## src/rtl/freeze_bank_if.sv

```systemverilog
// Bus bundle for freeze_bank: strobe/mask/sample inputs plus the snapshot handshake.
// The snap_ts signal exists only when FREEZE_SNAP_TS_EN is defined.
interface freeze_bank_if #(
  parameter int WIDTH    = 12,
  parameter int CHANNELS = 2
) ();
  logic                      s;
  logic [CHANNELS-1:0]       freeze_mask;
  logic [CHANNELS*WIDTH-1:0] in;
  logic [CHANNELS*WIDTH-1:0] out;
  logic                      arm;
  logic                      trig;
  logic                      ack;
  logic [CHANNELS*WIDTH-1:0] snap;
  logic                      snap_valid;
  logic [1:0]                state;
  logic                      overrun;
`ifdef FREEZE_SNAP_TS_EN
  logic [15:0]               snap_ts;
`endif

  modport master (
    output s, freeze_mask, in, arm, trig, ack,
    input  out, snap, snap_valid, state, overrun
`ifdef FREEZE_SNAP_TS_EN
    , snap_ts
`endif
  );

  modport slave (
    input  s, freeze_mask, in, arm, trig, ack,
    output out, snap, snap_valid, state, overrun
`ifdef FREEZE_SNAP_TS_EN
    , snap_ts
`endif
  );
endinterface

```

## src/rtl/freeze_bank.sv

```systemverilog
// Multi-channel strobed delay lines with per-channel freeze and a coherent snapshot engine.
// Define FREEZE_SNAP_TS_EN to add a strobe counter whose value is captured into snap_ts.
module freeze_bank #(
  parameter int WIDTH    = 12,
  parameter int CHANNELS = 2,
  parameter int DEPTH    = 2
) (
  input  logic          clk,
  input  logic          reset,
  freeze_bank_if.slave  bus
);

  typedef enum logic [1:0] {
    IDLE  = 2'd0,
    ARMED = 2'd1,
    HOLD  = 2'd2
  } stateT;

  stateT                     stateQ;
  logic [CHANNELS*WIDTH-1:0] snapQ;
  logic                      snapValidQ;
  logic                      overrunQ;

  // Each channel owns its own pipe so frozen channels simply skip the shift.
  for (genvar c = 0; c < CHANNELS; c++) begin : gChan
    logic [WIDTH-1:0] pipe [DEPTH];

    always_ff @(posedge clk or posedge reset) begin
      if (reset) begin
        for (int k = 0; k < DEPTH; k++) pipe[k] <= '0;
      end else if (bus.s && !bus.freeze_mask[c]) begin
        pipe[0] <= bus.in[c*WIDTH +: WIDTH];
        for (int k = 1; k < DEPTH; k++) pipe[k] <= pipe[k-1];
      end
    end

    assign bus.out[c*WIDTH +: WIDTH] = pipe[DEPTH-1];
  end

`ifdef FREEZE_SNAP_TS_EN
  logic [15:0] tsCount;
  logic [15:0] snapTsQ;

  always_ff @(posedge clk or posedge reset) begin
    if (reset) begin
      tsCount <= '0;
    end else if (bus.s) begin
      tsCount <= tsCount + 16'd1;
    end
  end

  assign bus.snap_ts = snapTsQ;
`endif

  // Capture reads bus.out, which is still the pre-advance value in the trigger cycle.
  always_ff @(posedge clk or posedge reset) begin
    if (reset) begin
      stateQ     <= IDLE;
      snapQ      <= '0;
      snapValidQ <= 1'b0;
      overrunQ   <= 1'b0;
`ifdef FREEZE_SNAP_TS_EN
      snapTsQ    <= '0;
`endif
    end else begin
      case (stateQ)
        IDLE: begin
          if (bus.arm) begin
            stateQ   <= ARMED;
            overrunQ <= 1'b0;
          end
        end
        ARMED: begin
          if (bus.trig) begin
            stateQ     <= HOLD;
            snapQ      <= bus.out;
            snapValidQ <= 1'b1;
`ifdef FREEZE_SNAP_TS_EN
            snapTsQ    <= tsCount;
`endif
          end
        end
        HOLD: begin
          if (bus.trig) overrunQ <= 1'b1;
          if (bus.ack) begin
            stateQ     <= IDLE;
            snapValidQ <= 1'b0;
          end
        end
        default: stateQ <= IDLE;
      endcase
    end
  end

  assign bus.snap       = snapQ;
  assign bus.snap_valid = snapValidQ;
  assign bus.state      = stateQ;
  assign bus.overrun    = overrunQ;

endmodule
```

## src/flat_wrapper.sv

```systemverilog
// flat-port wrapper written by rule: the top's interface ports become plain ports
module freeze_bank_flat 
#(
  parameter int WIDTH    = 12,
  parameter int CHANNELS = 2,
  parameter int DEPTH    = 2
)
  (clk, reset, bus_s, bus_freeze_mask, bus_in, bus_arm, bus_trig, bus_ack, bus_out, bus_snap, bus_snap_valid, bus_state, bus_overrun);
  freeze_bank_if #(.WIDTH(WIDTH), .CHANNELS(CHANNELS)) bus_i ();
  input  logic clk;
  input  logic reset;
  input wire logic [$bits(bus_i.s)-1:0] bus_s;
  input wire logic [$bits(bus_i.freeze_mask)-1:0] bus_freeze_mask;
  input wire logic [$bits(bus_i.in)-1:0] bus_in;
  input wire logic [$bits(bus_i.arm)-1:0] bus_arm;
  input wire logic [$bits(bus_i.trig)-1:0] bus_trig;
  input wire logic [$bits(bus_i.ack)-1:0] bus_ack;
  output wire logic [$bits(bus_i.out)-1:0] bus_out;
  output wire logic [$bits(bus_i.snap)-1:0] bus_snap;
  output wire logic [$bits(bus_i.snap_valid)-1:0] bus_snap_valid;
  output wire logic [$bits(bus_i.state)-1:0] bus_state;
  output wire logic [$bits(bus_i.overrun)-1:0] bus_overrun;
  assign bus_i.s = bus_s;
  assign bus_i.freeze_mask = bus_freeze_mask;
  assign bus_i.in = bus_in;
  assign bus_i.arm = bus_arm;
  assign bus_i.trig = bus_trig;
  assign bus_i.ack = bus_ack;
  assign bus_out = bus_i.out;
  assign bus_snap = bus_i.snap;
  assign bus_snap_valid = bus_i.snap_valid;
  assign bus_state = bus_i.state;
  assign bus_overrun = bus_i.overrun;
  freeze_bank #(.WIDTH(WIDTH), .CHANNELS(CHANNELS), .DEPTH(DEPTH)) u_core (.clk(clk), .reset(reset), .bus(bus_i));
endmodule
```

## config.mk

```make
export PLATFORM = sky130hd
export DESIGN_NAME = freeze_bank_flat
export DESIGN_NICKNAME = d
export VERILOG_FILES = /design/src/rtl/freeze_bank_if.sv /design/src/rtl/freeze_bank.sv /design/src/flat_wrapper.sv
export SDC_FILE = /design/constraint.sdc
export NUM_CORES = 1
export LEC_CHECK = 0
export CAP_MARGIN = 10
export CORE_MARGIN = 1.5
export CORE_UTILIZATION = 40
export CTS_CLUSTER_SIZE = 28
export DETAILED_ROUTE_END_ITERATION = 8
export HOLD_SLACK_MARGIN = 0.06
export PLACE_DENSITY = 0.66
export RECOVER_POWER = 50
export SLEW_MARGIN = 10
export SYNTH_ARGS = -nofsm -noshare
export SYNTH_HDL_FRONTEND = slang
export SYNTH_SLANG_ARGS = --single-unit
```

## constraint.sdc

```tcl
create_clock -name clk -period 2.4 [get_ports clk]
set_input_delay 0.24 -clock clk [delete_from_list [all_inputs] [get_ports clk]]
set_output_delay 0.24 -clock clk [all_outputs]
set_load 0.005 [all_outputs]
```

==> results of run 1 <==
==> per-layer routing <==
| metal | global-route usage [%] | vias up | wire [µm] |
|---|---|---|---|
| met3 | 5.06 | 9 | 415 |
| li1 | - | 784 | - |
| met5 | 0 | - | 0 |
| met1 | 16.7 | 870 | 2400 |
| met2 | 20.0 | 59 | 2320 |
| met4 | 6.25 | 0 | 97 |
==> worst max-delay path: cells and delay by family <==
family / cells / cell delay (ns)
mux: 1 / 0.41
simple gates: 1 / 0.13
buf+inv: 2 / 1.05
==> flip-flops by register name, indices dropped and copies added, names as in the netlist <==
name and count:
u_core.gChan.pipe 24, u_core.bus.out 24, u_core.bus.state 2, u_core.bus.overrun 1, u_core.bus.snap 24, u_core.bus.snap_valid 1
==> worst min path at each step <==
| stage | depth (start not counted) | slack [ns] | start | end |
|---|---|---|---|---|
| 2_1_floorplan | 1 | 0.39 | bus_in[5] | u_core.gChan[0].pipe[17] |
| 3_3_place_gp | 1 | 0.48 | u_core.gChan[0].pipe[17] | u_core.bus.out[5] |
| 3_5_place_dp | 1 | 0.49 | u_core.gChan[0].pipe[20] | u_core.bus.out[8] |
| 4_1_cts | 3 | 0.31 | reset | u_core.bus.out[21] |
| 5_1_grt | 2 | 0.51 | bus_in[4] | u_core.gChan[0].pipe[16] |
| 6_report | 3 | 0.46 | reset | u_core.gChan[1].pipe[23] |
==> cell type report <==
class	count	area, µm²
Clock buffer	12	135
Clock inverter	3	15.0
Fill cell	664	3620
Inverter	3	12.5
Multi-Input combinational cell	86	976
Sequential cell	76	1900
Tap cell	102	128
Timing Repair Buffer	86	861
==> placed cells by master, fill, tap and decap left out, drive strengths merged <==
| master | n |
|---|---|
| a21oi | 4 |
| inv | 2 |
| or2b | 1 |
| o21ai | 2 |
| nand2 | 1 |
| buf | 1 |
| nor2 | 1 |
| nand3 | 1 |
| mux2 | 72 |
| clkinvlp | 1 |
| nand3b | 1 |
| clkdlybuf4s50 | 81 |
| clkinv | 3 |
| nand2b | 1 |
| clkbuf | 14 |
| nor2b | 2 |
| dfrtp | 76 |
| dlygate4sd3 | 2 |
==> power groups by stage <==
stage / sequential (µW) / combinational, µW / clock [µW]
after floorplan: 1920 / 815 / 0
after global routing: 1990 / 1580 / 867
after CTS: 1940 / 1490 / 828
after detailed placement: 1950 / 1490 / 0
after global placement: 1950 / 1460 / 0
final: 1940 / 1460 / 791
==> cells by family after synthesis <==
group           after synthesis
simple gates                  8
mux                          72
compound gates                6
buf+inv                      35
flops                        76
==> stage by stage <==
| stage | hold slack [ns] | utilization, % | cell area, µm² | power [µW] |
|---|---|---|---|---|
| 3_5_place_dp | 0.490 | 50.8 | 3880 | 3440 |
| 3_3_place_gp | 0.481 | 50.8 | 3880 | 3410 |
| 2_1_floorplan | 0.392 | - | 3140 | 2740 |
| 6_report | 0.461 | 52.7 | 4030 | 4190 |
| 4_1_cts | 0.311 | 52.7 | 4030 | 4260 |
| 5_1_grt | 0.512 | 52.7 | 4030 | 4440 |
==> metrics.csv, run 1 <==
stage,metric,value,unit
worst_setup_path,worst_setup_path_end_kind,register,
worst_setup_path,r2r_start,u_core.bus.state[1],
route,initialDrtViolationCount,45,
worst_setup_path,crit_end,u_core.gChan[0].pipe[23],
yosys,yosysWarningCount,0,
yosys,synth_top_area_cell,dfrtp_1,
route,vias,1722,
outcome,status,completed,
worst_setup_path,critPathLaunch,bus_s,
global_route,grt_max_degree,77,
run,drv_cap,0,
global_route,antenna_found_initial,0,
pwr,cell_internal_pwr,3110,µW
pwr,sw_frac_of_total,25.7,%
timing,period_minus_slack,1.62,ns
pwr,power_density,1040,mW/mm²
route,drcViolationCount,0,
worst_setup_path,crit_path_max_incr_delay,0.54,ns
timing,fmax,0.619,GHz
timing,setup_ws,0.785,ns
clocking,postCtsResizedCells,0,
yosys,netlist_top_cells_area,"dfrtp_1 (61%), mux2_2 (19%), mux2_4 (9.1%)",
floorplan,die-area,0.00840,mm²
yosys,async_flop_share,100,%
worst_setup_path,worstPathArrival,1.83,ns
route,routedWlPerCell,14.2,µm
worst_setup_path,cp_cell_sequence,dlygate4sd3_1 -> nor2b_2 -> clkbuf_2 -> mux2_2,
yosys,avgSynthCellArea,15.9,µm²
clocking,postCtsSetupRepairBufs,0,
yosys,synthMostInstantiatedCell,dfrtp_1,
floorplan,die_h,91.6,µm
min_path,min-delay-path-class,in -> async,
clocking,clk_path_buf_depth,2,
yosys,synth_compound_area_share,0.956,%
timing,hold_viol,0,
route,ant_nets,0,
route,first_pass_iters,3,
timing,skew,0.00783,ns
pwr,power.share.sequential,46.3,%
clocking,cts_tree,built,
timing,rsz0062_at_grt,false,
yosys,netlist.area_leader.share,60.5,%
timing,setup_viol,0,
global_route,grt_overflow_total,0,
timing,relSlewSlack,58.3,%
yosys,ys_seq_area_share,60.5,%
pwr,p_leak,0.00176,µW
yosys,synth-edff-count,0,
timing,finalCritPeriodShare,67.3,%
place,place_inst,353,
clocking,htreeDepth,3,
timing,final_max_slew_viol_count,0,
yosys,synth_flop_cell,dfrtp_1,
pwr,p_sw,1080,µW
clocking,cts_hold_buf,0,
worst_setup_path,required,2.62,ns
yosys,synth_top_family_by_area,multiplexers,
finish,syn_to_final_growth,28.2,%
worst_setup_path,reg2reg_depth,2,
yosys,synth-simple-area-share,1.87,%
pwr,ir_drop,0.455,mV
yosys,yosysUniqueCellTypes,16,
yosys,synth_fp_nets,229,
place,port_buffers,83,
finish,final_cells,368,
floorplan,die_w,91.6,µm
pwr,clock_power_share,18.9,%
global_route,grt_pass1_wl,8550,µm
clocking,cts_inserted_buffers,9,
place,globalplace.congestion,0.730,
worst_setup_path,ff2ff_setup_slack,0.91,ns
route,via_per_inst,4.68,
place,place_ws,0.561,ns
floorplan,core_area,0.00765,mm²
yosys,ys_seq_elements,76,
floorplan,start_util,41.1,%
worst_setup_path,path_max_fanout,24,
yosys,muxShareOfSynthArea,28.1,%
timing,worst_pin_slew,0.626,ns
clocking,root_buffer,clkbuf_8,
finish,antenna_cells,0,
yosys,synth_xor_area_share,0,%
yosys,synthCells,197,
global_route,grt_pass1_vias,1843,
pwr,p_comb_share,34.9,%
yosys,netlist_area,0.00314,mm²
floorplan,rows,32,
worst_setup_path,r2r_end,u_core.bus.snap[21],
global_route,grt_usage,13.2,%
worst_setup_path,path_class,in -> reg,
floorplan,pin_count,84,
route,wl,5230,µm
worst_setup_path,start_kind,input pin,
timing,tns,0,ns
clocking,clk_pin_slew,0.07,ns
yosys,synthTopCellsByCount,"dfrtp_1 (76), mux2_2 (53), buf_4 (24), mux2_4 (19), buf_6 (6)",
clocking,clock_latency,0.33,ns
finish,drive_above_1_share,34.2,%
worst_setup_path,slowest_stage,dlygate4sd3_1,
finish,finalNetCount,294,
clocking,clock_sinks,76,
yosys,synthAdderAreaFrac,0,%
(Power assumes the default switching activity.)
==> inputs of run 2 (changes only) <==
--- a/config.mk
+++ b/config.mk
@@ -11,7 +11,7 @@
 export CTS_CLUSTER_SIZE = 28
 export DETAILED_ROUTE_END_ITERATION = 8
 export HOLD_SLACK_MARGIN = 0.06
-export PLACE_DENSITY = 0.66
+export PLACE_DENSITY = 0.69
 export RECOVER_POWER = 50
 export SLEW_MARGIN = 10
 export SYNTH_ARGS = -nofsm -noshare
==> constraint.sdc (replaced) <==
create_clock -name clk -period 1.45 [get_ports clk]
set_input_delay 0.145 -clock clk [delete_from_list [all_inputs] [get_ports clk]]
set_output_delay 0.145 -clock clk [all_outputs]
set_load 0.005 [all_outputs]
==> metrics.csv, run 2 (same netlist as run 1, synthesis figures left out) <==
stage,metric,value,unit,change
outcome,status,completed,,unchanged
worst_setup_path,path_class,reg -> out,,was in -> reg
finish,finalNetCount,299,,was 294
worst_setup_path,path_max_fanout,3,,was 24
finish,final_cells,374,,was 368
route,routedWlPerCell,13.7,µm,was 14.2 µm
route,wl,5130,µm,was 5230 µm
route,vias,1706,,was 1722
finish,syn_to_final_growth,31.6,%,was 28.2%
clocking,cts_hold_buf,0,,unchanged
clocking,clk_path_buf_depth,2,,unchanged
floorplan,start_util,41.1,%,unchanged
finish,antenna_cells,0,,unchanged
clocking,cts_tree,built,,unchanged
worst_setup_path,cp_num_buf_inv,1,,was 2
pwr,power_density,1740,mW/mm²,was 1040 mW/mm²
timing,relSlewSlack,73.6,%,was 58.3%
clocking,clock_sinks,76,,unchanged
route,drcViolationCount,0,,unchanged
floorplan,core_area,0.00765,mm²,unchanged
floorplan,die_h,91.6,µm,unchanged
worst_setup_path,r2r_end,u_core.bus.snap[23],,was u_core.bus.snap[21]
global_route,grt_max_degree,77,,unchanged
floorplan,die_w,91.6,µm,unchanged
route,via_per_inst,4.56,,was 4.68
clocking,clock_latency,0.34,ns,was 0.33 ns
place,post_dp_cell_area,0.00396,mm²,was 0.00388 mm²
timing,finalCritPeriodShare,95.6,%,
clocking,clk_pin_slew,0.08,ns,was 0.07 ns
worst_setup_path,ff2ff_setup_slack,0.14,ns,was 0.91 ns
floorplan,pin_count,84,,unchanged
place,place_inst,356,,was 353
timing,skew,0.00958,ns,was 0.00783 ns
global_route,antenna_found_initial,0,,unchanged
run,drv_cap,0,,unchanged
timing,period_minus_slack,1.39,ns,
global_route,grt_usage,13.4,%,was 13.2%
pwr,ir_drop,0.993,mV,was 0.455 mV
place,port_buffers,83,,unchanged
worst_setup_path,reg2reg_depth,4,,was 2
timing,final_max_slew_viol_count,0,,unchanged
timing,rsz0062_at_grt,false,,unchanged
finish,fill_cells,653,,was 664
route,ant_nets,0,,unchanged
worst_setup_path,slowest_stage,clkdlybuf4s50_1,,was dlygate4sd3_1
worst_setup_path,start_kind,register,,was input pin
global_route,grt_overflow_total,0,,unchanged
finish,final_cell_mix,"clkdlybuf4s50_1 (77), dfrtp_1 (76), mux2_2 (53), mux2_4 (19), clkbuf_8 (9)",,"was clkdlybuf4s50_1 (81), dfrtp_1 (76), mux2_2 (53), mux2_4 (19), clkbuf_8 (9)"
timing,fmax,0.722,GHz,
place,globalplace.congestion,0.673,,was 0.730
min_path,min-delay-path-class,in -> async,,unchanged
finish,final_common_cell,clkdlybuf4s50_1,,unchanged
floorplan,die-area,0.00840,mm²,unchanged
route,initialDrtViolationCount,29,,was 45
floorplan,rows,32,,unchanged
place,dp_hpwl,3480,µm,
worst_setup_path,worstPathArrival,1.24,ns,was 1.83 ns
worst_setup_path,cp_cell_sequence,clkdlybuf4s50_1,,was dlygate4sd3_1 -> nor2b_2 -> clkbuf_2 -> mux2_2
clocking,htreeDepth,3,,unchanged
clocking,cts_inserted_buffers,9,,unchanged
global_route,grt_pass1_vias,1814,,was 1843
worst_setup_path,required,1.31,ns,was 2.62 ns
worst_setup_path,critPathTopFamily,buffers and inverters,,unchanged
worst_setup_path,r2r_start,u_core.bus.state[1],,unchanged
clocking,root_buffer,clkbuf_8,,unchanged
timing,setup_viol,0,,unchanged
worst_setup_path,crit_path_max_incr_delay,0.52,ns,was 0.54 ns
timing,worst_pin_slew,0.396,ns,was 0.626 ns
pwr,p_leak,0.00180,µW,was 0.00176 µW
worst_setup_path,worst_setup_path_end_kind,primary output,,was register
finish,drive_above_1_share,36.0,%,was 34.2%
route,first_pass_iters,4,,was 3
timing,hold_viol,0,,unchanged
global_route,grt_pass1_wl,8710,µm,was 8550 µm
finish,fin_area,0.00414,mm²,was 0.00403 mm²
[run 2: changes by cell type in the layout (fill, tap and decap cells not counted), sizes merged]
| cell | previous run | this run |
|---|---|---|
| clkbuf | 14 | 12 |
| clkdlybuf4s50 | 81 | 77 |
| clkdlybuf4s25 | 0 | 3 |
| clkinvlp | 1 | 5 |
| dlygate4sd2 | 0 | 1 |
| clkinv | 3 | 1 |
| bufinv | 0 | 1 |
| buf | 1 | 6 |
[run 2: where the power goes]
| part | total (µW) | switching [µW] | internal, µW | leakage, µW |
|---|---|---|---|---|
| logic | 2500 | 672 | 1830 | 0.000813 |
| clock network | 1530 | 742 | 791 | 0.0000845 |
| registers | 3170 | 397 | 2770 | 0.000900 |
| total | 7210 | 1810 | 5400 | 0.00180 |
[run 2: layout make-up]
class	instances	area (µm²)	share of cell area, %
sequential	76	1900	46.0
multi-input combinational	86	973	23.5
inverter	3	12.5	0.303
timing repair buffer	91	927	22.4
clock buffer	10	128	3.09
clock inverter	6	65.1	1.57
tap	102	128	3.09
[run 2: repair_timing]
| item | in CTS | in global routing |
|---|---|---|
| endpoints found under the setup margin | 2 | 4 |
| endpoints found under the hold margin | 0 | 0 |
| gates resized for setup | 2 | 3 |
| buffers inserted | 1 | 1 |
[run 2: layer usage]
metal  vias to the layer above  wire length, µm  track usage (%)
met1                       841             2380             17.5
li1                        790                -                -
met5                         -                0                0
met4                         0               69             5.47
met2                        66             2220             19.8
met3                         9              465             5.64
[run 2: worst max-delay path by stage]
stage                              startpoint                  endpoint  slack (ns)  cells after the start
final                       u_core.bus.out[8]                bus_out[8]        0.06                      1
after global routing       u_core.bus.out[15]               bus_out[15]       0.004                      1
after CTS                  u_core.bus.out[12]               bus_out[12]        0.02                      1
after detailed placement                bus_s  u_core.gChan[0].pipe[14]       -0.05                      4
after global placement                  bus_s  u_core.gChan[0].pipe[23]      -0.003                      4
after floorplan           u_core.bus.state[1]        u_core.bus.snap[0]        0.24                      3
[run 2: metrics by stage]
step / TNS, ns / worst slack, ns / power, µW / hold slack [ns] / utilization [%]
floorplan: 0 / 0.242 / 4530 / 0.297 / -
global placement: -0.0210 / -0.00345 / 5700 / 0.481 / 51.8
detailed placement: -1.63 / -0.0462 / 5750 / 0.491 / 51.8
CTS: 0 / 0.0192 / 7350 / 0.277 / 54.4
global route: 0 / 0.00351 / 7660 / 0.400 / 54.1
finish: 0 / 0.0643 / 7210 / 0.392 / 54.1
==> inputs of run 3 (changes only) <==
--- a/config.mk
+++ b/config.mk
@@ -11,7 +11,7 @@
 export CTS_CLUSTER_SIZE = 28
 export DETAILED_ROUTE_END_ITERATION = 8
 export HOLD_SLACK_MARGIN = 0.06
-export PLACE_DENSITY = 0.69
+export PLACE_DENSITY = 0.66
 export RECOVER_POWER = 50
 export SLEW_MARGIN = 10
 export SYNTH_ARGS = -nofsm -noshare
==> constraint.sdc (replaced) <==
create_clock -name clk -period 1.6 [get_ports clk]
set_input_delay 0.16 -clock clk [delete_from_list [all_inputs] [get_ports clk]]
set_output_delay 0.16 -clock clk [all_outputs]
set_load 0.005 [all_outputs]
==> metrics.csv, run 3 (same netlist as run 1, synthesis figures left out) <==
stage,metric,value,unit,change
floorplan,die_h,91.6,µm,unchanged
finish,antenna_cells,0,,unchanged
pwr,power.share.sequential,43.8,%,was 44.0%
floorplan,core_area,0.00765,mm²,unchanged
clocking,htreeDepth,3,,unchanged
route,via_per_inst,4.51,,was 4.56
timing,final_max_slew_viol_count,0,,unchanged
place,globalplace.congestion,0.783,,was 0.673
finish,final_cells,370,,was 374
timing,hold_viol,0,,unchanged
finish,finalNetCount,296,,was 299
global_route,grt_max_degree,77,,unchanged
timing,skew,0.00692,ns,was 0.00958 ns
route,drcViolationCount,0,,unchanged
pwr,p_sw,1630,µW,was 1810 µW
global_route,grt_pass1_wl,8700,µm,was 8710 µm
clocking,cts_tree,built,,unchanged
finish,fill_cells,649,,was 653
floorplan,die-area,0.00840,mm²,unchanged
global_route,grt_usage,13.3,%,was 13.4%
finish,final_common_cell,clkdlybuf4s50_1,,unchanged
global_route,grt_overflow_total,0,,unchanged
run,drv_cap,0,,unchanged
worst_setup_path,worstPathArrival,1.35,ns,was 1.24 ns
pwr,p_leak,0.00179,µW,was 0.00180 µW
worst_setup_path,path_class,reg -> out,,unchanged
place,place_inst,355,,was 356
timing,tns,0,ns,unchanged
finish,syn_to_final_growth,30.5,%,was 31.6%
pwr,cell_internal_pwr,5010,µW,was 5400 µW
clocking,root_buffer,clkbuf_8,,unchanged
pwr,ir_drop,0.672,mV,was 0.993 mV
timing,worst_pin_slew,1.01,ns,was 0.396 ns
pwr,p_comb_share,33.4,%,was 34.7%
clocking,cts_hold_buf,0,,unchanged
route,routedWlPerCell,14.1,µm,was 13.7 µm
worst_setup_path,required,1.44,ns,was 1.31 ns
worst_setup_path,cp_num_buf_inv,1,,unchanged
clocking,postCtsSetupRepairBufs,0,,was 1
pwr,sw_frac_of_total,24.5,%,was 25.1%
global_route,grt_pass1_vias,1732,,was 1814
floorplan,pin_count,84,,unchanged
place,dp_hpwl,3570,µm,was 3480 µm
worst_setup_path,critPathTopFamily,buffers and inverters,,unchanged
worst_setup_path,crit_path_max_incr_delay,0.55,ns,was 0.52 ns
finish,drive_above_1_share,35.4,%,was 36.0%
timing,relSlewSlack,32.4,%,was 73.6%
clocking,clock_latency,0.33,ns,was 0.34 ns
worst_setup_path,cp_cell_sequence,clkdlybuf4s50_1,,unchanged
finish,final_cell_mix,"clkdlybuf4s50_1 (81), dfrtp_1 (76), mux2_2 (53), mux2_4 (19), clkbuf_8 (9)",,"was clkdlybuf4s50_1 (77), dfrtp_1 (76), mux2_2 (53), mux2_4 (19), clkbuf_8 (9)"
worst_setup_path,slowest_stage,clkdlybuf4s50_1,,unchanged
timing,setup_viol,0,,unchanged
min_path,min-delay-path-class,in -> reg,,was in -> async
global_route,antenna_found_initial,0,,unchanged
worst_setup_path,path_max_fanout,7,,was 3
timing,fmax,0.662,GHz,
clocking,cts_inserted_buffers,9,,unchanged
route,ant_nets,0,,unchanged
route,vias,1668,,was 1706
finish,final_util,53.6,%,was 54.1%
clocking,postCtsResizedCells,0,,was 2
clocking,clock_sinks,76,,unchanged
timing,period_minus_slack,1.51,ns,
clocking,clk_pin_slew,0.08,ns,about the same
route,wl,5220,µm,was 5130 µm
worst_setup_path,start_kind,register,,unchanged
floorplan,rows,32,,unchanged
timing,finalCritPeriodShare,94.4,%,
pwr,power_density,1620,mW/mm²,was 1740 mW/mm²
floorplan,die_w,91.6,µm,unchanged
route,initialDrtViolationCount,11,,was 29
clocking,clk_path_buf_depth,2,,unchanged
outcome,status,completed,,unchanged
place,port_buffers,83,,unchanged
floorplan,start_util,41.1,%,unchanged
timing,rsz0062_at_grt,false,,unchanged
route,first_pass_iters,2,,was 4
pwr,clock_power_share,22.9,%,was 21.3%
worst_setup_path,worst_setup_path_end_kind,primary output,,unchanged
[run 3: changes by cell type in the layout (fill, tap and decap cells not counted), sizes merged, moves of 3 or more]
cell           previous run  this run
buf                       6         2
clkdlybuf4s25             3         0
clkdlybuf4s50            77        81
clkinvlp                  5         2
[run 3: per-layer routing]
metal,track usage (%),vias to the layer above,part of all wire [%]
li1,-,780,-
met1,18.7,828,48
met2,19.5,55,46
met3,3.40,5,6.0
met4,5.47,0,0.77
met5,0,-,0
[run 3: through the flow]
step / hold WS, ns / cell area, µm² / worst slack (ns) / total power, µW
after global placement: 0.481 / 3940 / 0.122 / 5140
after CTS: 0.304 / 4140 / 0.0603 / 6750
after detailed placement: 0.490 / 3940 / 0.0995 / 5200
after global routing: 0.442 / 4100 / 0.0315 / 7010
after floorplan: 0.312 / 3150 / 0.392 / 4110
final: 0.437 / 4100 / 0.0890 / 6630
[run 3: final cells by class]
cell class	instances	area (µm²)	share of cell area (%)
Multi-Input combinational cell	86	976	23.8
Inverter	3	15.0	0.366
Sequential cell	76	1900	46.4
Clock buffer	10	128	3.11
Timing Repair Buffer	88	873	21.3
Tap cell	102	128	3.11
Clock inverter	5	77.6	1.89
[run 3: final timing paths]
| path | cells past startpoint | endpoint | start | slack [ns] |
|---|---|---|---|---|
| min reg2reg | 1 | u_core.bus.out[18] | u_core.gChan[1].pipe[18] | 0.50 |
| max | 1 | bus_state[0] | u_core.bus.state[0] | 0.09 |
| max in group asynchronous | 3 | u_core.gChan[1].pipe[18] | reset | 0.28 |
| min | 2 | u_core.gChan[1].pipe[14] | bus_in[14] | 0.44 |
| max reg2reg | 3 | u_core.bus.snap[12] | u_core.bus.state[1] | 0.20 |
| min in group asynchronous | 3 | u_core.bus.snap[12] | reset | 0.69 |
[run 3: power groups by stage]
stage	clock [µW]	combinational, µW	sequential, µW
floorplan	0	1220	2890
global placement	0	2220	2930
detailed placement	0	2260	2940
CTS	1570	2270	2910
global route	1650	2380	2980
finish	1520	2210	2900
